File: src/rtl/seq_bit_packer_pkg.sv
// rtl/seq_bit_packer_pkg.sv - shared defaults, ones-count width derivation and popcount helper
package seq_bit_packer_pkg;

  // Default packed word width
  localparam int SEQ_W_DEFAULT = 8;

  // Width of a count that must hold 0..w inclusive
  function automatic int seq_cw(input int w);
    return $clog2(w + 1);
  endfunction

  // Number of set bits in a word of up to 32 bits (narrower words are zero-extended)
  function automatic logic [5:0] seq_popcount(input logic [31:0] v);
    logic [5:0] n;
    n = '0;
    for (int i = 0; i < 32; i++) begin
      n = n + {5'd0, v[i]};
    end
    return n;
  endfunction

endpackage

File: src/rtl/seq_bit_shifter.sv
// rtl/seq_bit_shifter.sv - serial bit collector with early flush; flags a completed word combinationally
module seq_bit_shifter
  import seq_bit_packer_pkg::*;
#(
  parameter int W = SEQ_W_DEFAULT
) (
  input  logic         Clk,
  input  logic         Rst,
  input  logic         bit_in,
  input  logic         bit_vld,
  input  logic         flush,
  output logic [W-1:0] word,
  output logic         word_done
);

  localparam int               CNT_W    = $clog2(W);
  localparam logic [CNT_W-1:0] CNT_LAST = CNT_W'(W - 1);

  logic [W-1:0]     sr;
  logic [CNT_W-1:0] cnt;

  // The word as it stands after this edge's bit lands, so completion and load share one edge
  always_comb begin
    word = sr;
    if (bit_vld) begin
      word[cnt] = bit_in;
    end
  end

  // A word completes on its last bit, or on flush when at least one bit is held (including this edge's)
  always_comb begin
    word_done = (bit_vld && (cnt == CNT_LAST)) || (flush && ((cnt != '0) || bit_vld));
  end

  // Shift state: cleared on completion so unfilled positions of a flushed word read as 0
  always_ff @(posedge Clk) begin
    if (Rst) begin
      sr  <= '0;
      cnt <= '0;
    end else if (word_done) begin
      sr  <= '0;
      cnt <= '0;
    end else if (bit_vld) begin
      sr  <= word;
      cnt <= cnt + 1'b1;
    end
  end

endmodule

File: src/rtl/seq_bit_packer.sv
// rtl/seq_bit_packer.sv - packs qualified serial bits into words with ones count; optional out_par under SEQ_BIT_PACKER_PARITY_EN
module seq_bit_packer
  import seq_bit_packer_pkg::*;
#(
  parameter int W  = SEQ_W_DEFAULT,
  parameter int CW = seq_cw(W)
) (
  input  logic          Clk,
  input  logic          Rst,
  input  logic          bit_in,
  input  logic          bit_vld,
  input  logic          flush,
  output logic [W-1:0]  out_data,
  output logic [CW-1:0] out_ones,
  output logic          out_vld,
  input  logic          out_rdy,
`ifdef SEQ_BIT_PACKER_PARITY_EN
  output logic          overflow,
  output logic          out_par
`else
  output logic          overflow
`endif
);

  logic [W-1:0] word;
  logic         word_done;
  logic         hold_free;

  seq_bit_shifter #(
    .W(W)
  ) u_shifter (
    .Clk      (Clk),
    .Rst      (Rst),
    .bit_in   (bit_in),
    .bit_vld  (bit_vld),
    .flush    (flush),
    .word     (word),
    .word_done(word_done)
  );

  // Holding register accepts a new word when empty or being drained on this same edge
  always_comb begin
    hold_free = !out_vld || out_rdy;
  end

  // Holding register and handshake: load on completion, drop with sticky overflow when stalled
  always_ff @(posedge Clk) begin
    if (Rst) begin
      out_data <= '0;
      out_ones <= '0;
      out_vld  <= 1'b0;
      overflow <= 1'b0;
    end else if (word_done) begin
      if (hold_free) begin
        out_data <= word;
        out_ones <= CW'(seq_popcount(32'(word)));
        out_vld  <= 1'b1;
      end else begin
        overflow <= 1'b1;
      end
    end else if (out_vld && out_rdy) begin
      out_vld <= 1'b0;
    end
  end

`ifdef SEQ_BIT_PACKER_PARITY_EN
  // Parity travels with the word and holds while the consumer stalls
  always_ff @(posedge Clk) begin
    if (Rst) begin
      out_par <= 1'b0;
    end else if (word_done && hold_free) begin
      out_par <= ^word;
    end
  end
`endif

endmodule

File: config.mk
export PLATFORM = sky130hd
export DESIGN_NAME = seq_bit_packer
export DESIGN_NICKNAME = d
export VERILOG_FILES = /design/src/rtl/seq_bit_packer_pkg.sv /design/src/rtl/seq_bit_shifter.sv /design/src/rtl/seq_bit_packer.sv
export SDC_FILE = /design/constraint.sdc
export NUM_CORES = 1
export LEC_CHECK = 0
export ABC_AREA = 1
export CORE_ASPECT_RATIO = 1.25
export CORE_MARGIN = 2
export CORE_UTILIZATION = 55
export CTS_CLUSTER_SIZE = 28
export DETAILED_ROUTE_END_ITERATION = 16
export DONT_BUFFER_PORTS = 1
export PLACE_DENSITY = 0.78
export SETUP_SLACK_MARGIN = 0.4
export SYNTH_ARGS = -nofsm -noshare
export SYNTH_HDL_FRONTEND = slang
export SYNTH_SLANG_ARGS = --single-unit
File: constraint.sdc
create_clock -name Clk -period 10 [get_ports Clk]
set_input_delay 2 -clock Clk [delete_from_list [all_inputs] [get_ports Clk]]
set_output_delay 2 -clock Clk [all_outputs]
set_load 0.05 [all_outputs]
==> metrics <==
GRT Util Overall between 10% and 20%; TNS Setup 0 ps; initial core utilization 56.9%; # Max-Cap Violations 0; diode count 0; postcts setup bufs 0; Worst Skew about 11 ps; CP Data Arrival Time slightly below 5000 ps; Final setup viols 0; register bit total from synthesis 25; core area 2400 µm²; Tot Pwr approximately 0.20 mW; Cell Count, Final, Fillers Out between 200 and 250; via count between 1,000 and 1,500; crit start category input port; worst ir drop on vdd slightly above 0.0001 V; WS Path Type in2reg; M2 GR Usage around 39%; final worst path period need between 4000 and 5000 ps; Mapped Cells 200; Slew Limit Headroom approximately 64%; HP Start u_shifter.sr[0]$_SDFFE_PP0P_; RR Endpoint out_ones[2]$_SDFFE_PP0P_; depth of the CTS H-tree 1; fillcell total about 250; share of cells above drive strength 1 under 10%; die area ~2900 µm²; met3 Use GR roughly 2.8%; GPL Wtd Cong around 0.86; GRT busiest layer met2; outcome finished clean; hold path endpoint u_shifter.sr[0]$_SDFFE_PP0P_; grt total ovfl 0; Critical Path Fanout Max 8; RSZ-0062 raised after global routing no; reg2reg start u_shifter.cnt[1]$_SDFFE_PP0P_; Fmax between 200 and 250 MHz; fin. max-slew vios 0; clk buf depth 2; reg2reg setup slack 6430 ps; hold_buf cts 0; die height between 50 and 60 µm; pwr dens 144 nW/µm²; Yosys cell types 21; Layout Area Growth over Synthesis 2.29%; sequential share of the synthesized area a little over a third; YS warnings 0; met1 usage around 20%; Core Rows 20; I/O Buffers 0; DR DRC count 0; reg2reg path depth 16; CTS tree built; vias per cell around 5; first-pass detailed-route iteration total 6; post-CTS resize count 0; Final period util a little under half; mean post-synth cell area a little under 7 µm²; leakage power total between 0.7 and 0.8 nW; FF/Latch Area roughly 500 µm²; worst min path class reg2reg; routed len/inst 11.1 µm; crit end category flip-flop; antenna violations before repair 0; CTS Sinks 25; hold path cells 4; HPWL after detailed placement just over 2 mm; CP Data Required Time approximately 10,000 ps; TritonCTS buffer count 3; largest net degree at the start of global routing 25; num ports 20; worst skew pair latency between 300 and 400 ps; Placed Instances between 200 and 250; first-pass GRT wire length ~4.3 mm; syn nets between 200 and 250; vias in the first global route approximately 1,100; Least-Margin Pin Slew 539 ps; Cell Area, Synth ~1400 µm²; nets around 220; Post-Route WL between 2 and 3 mm; DRT iter0 DRCs 37; Worst-path clk slew roughly 130 ps; Multi-input gate area between 600 and 700 µm²; clock tree root driver cell clkbuf_4; Die Width slightly below 50 µm; Fin. Hold Viols 0; final antenna-violating net count 0
[critical path, cell delays in order]
cell and delay, ps:
inv_1 180, nand3_1 140, nand2_1 110, inv_1 60, fa_1 540, inv_1 50
fa_1 490, fa_1 410, inv_1 80, ha_1 160, inv_1 50, fa_1 370
xnor2_1 130, nor2_1 100, nor2_1 60
[cells by family (layout without fill, tap and decap cells)]
logic type               Yosys count  after routing  share of synthesized area (%)
AND/OR/NAND/NOR                  103            103                           31.7
buffers and inverters             47             46                           14.5
XOR/XNOR                           1              1                          0.641
adder cells (fa/ha/maj)           10             10                           11.3
flip-flops                        25             25                           36.6
AO/OA/AOI/OAI                     14             14                           5.31
[where the power goes]
group	internal (mW)	total, mW	switching (mW)
Combinational	0.0103	0.0305	0.0202
Sequential	0.105	0.125	0.0201
Clock	0.0153	0.0452	0.0299
Total	0.131	0.201	0.0702
[stage by stage]
stage,hold slack [ps],util [%],cell area [µm²],setup WS [ps]
2_1_floorplan,515,-,1370,5060
3_3_place_gp,534,57.0,1370,5010
4_1_cts,568,58.2,1400,5290
3_5_place_dp,549,57.0,1370,4950
5_1_grt,617,58.2,1400,5100
6_report,566,58.2,1400,5300
[synthesized netlist by cell type]
cell       n  area (µm²)
a21oi_1   12        60.1
buf_2      2        10.0
buf_4      1        7.51
buf_6      2        22.5
dfxtp_1   25         500
fa_1       4        80.1
ha_1       6        75.1
inv_1     40         150
inv_2      2        7.51
nand2_1   56         210
nand2_2    1        6.26
nand3_1   10        50.1
nand3_2    1        10.0
nand3_4    1        17.5
nand4_1    1        6.26
nor2_1    31         116
nor2_4     1        11.3
nor3_1     1        5.00
o21ai_0    1        5.00
o21bai_1   1        7.51
xnor2_1    1        8.76
[flip-flops by register name, summed over array words and instances, names as in the netlist]
register       flops
out_vld            1
out_ones           4
out_data           8
u_shifter.cnt      3
u_shifter.sr       8
overflow           1
[cells in the final DEF (no fill, tap or decap)]
master,count
nor2_1,31
nor3_1,1
nor2_4,1
nand2_2,1
xnor2_1,1
o21ai_0,1
dfxtp_1,25
a21oi_1,12
nand2_1,56
nand3_4,1
clkbuf_4,3
nand4_1,1
o21bai_1,1
nand3_1,10
inv_1,40
nand3_2,1
clkinvlp_4,1
fa_1,4
ha_1,6
inv_2,2
[layer usage]
metal | vias up | part of all wire (%)
met4 | 0 | 1.2
li1 | 590 | -
met2 | 27 | 54
met3 | 4 | 4.0
met5 | - | 0
met1 | 522 | 40
[worst max-delay path by stage]
stage | start | to | slack, ps
2_1_floorplan | bit_vld | out_ones[2]$_SDFFE_PP0P_ | 5060
3_3_place_gp | bit_in | out_ones[1]$_SDFFE_PP0P_ | 5010
3_5_place_dp | bit_in | out_ones[1]$_SDFFE_PP0P_ | 4950
4_1_cts | bit_in | out_ones[1]$_SDFFE_PP0P_ | 5290
5_1_grt | bit_in | out_ones[1]$_SDFFE_PP0P_ | 5100
6_report | bit_in | out_ones[2]$_SDFFE_PP0P_ | 5300
[final cells by class]
class / count / area share, %
multi-input cells: 128 / 47.9
flip-flops and latches: 25 / 35.8
clock inverters: 1 / 0.537
clock buffers: 3 / 1.61
well taps: 33 / 2.95
inverters: 42 / 11.3
No activity file was read; power rests on OpenSTA's default activity.
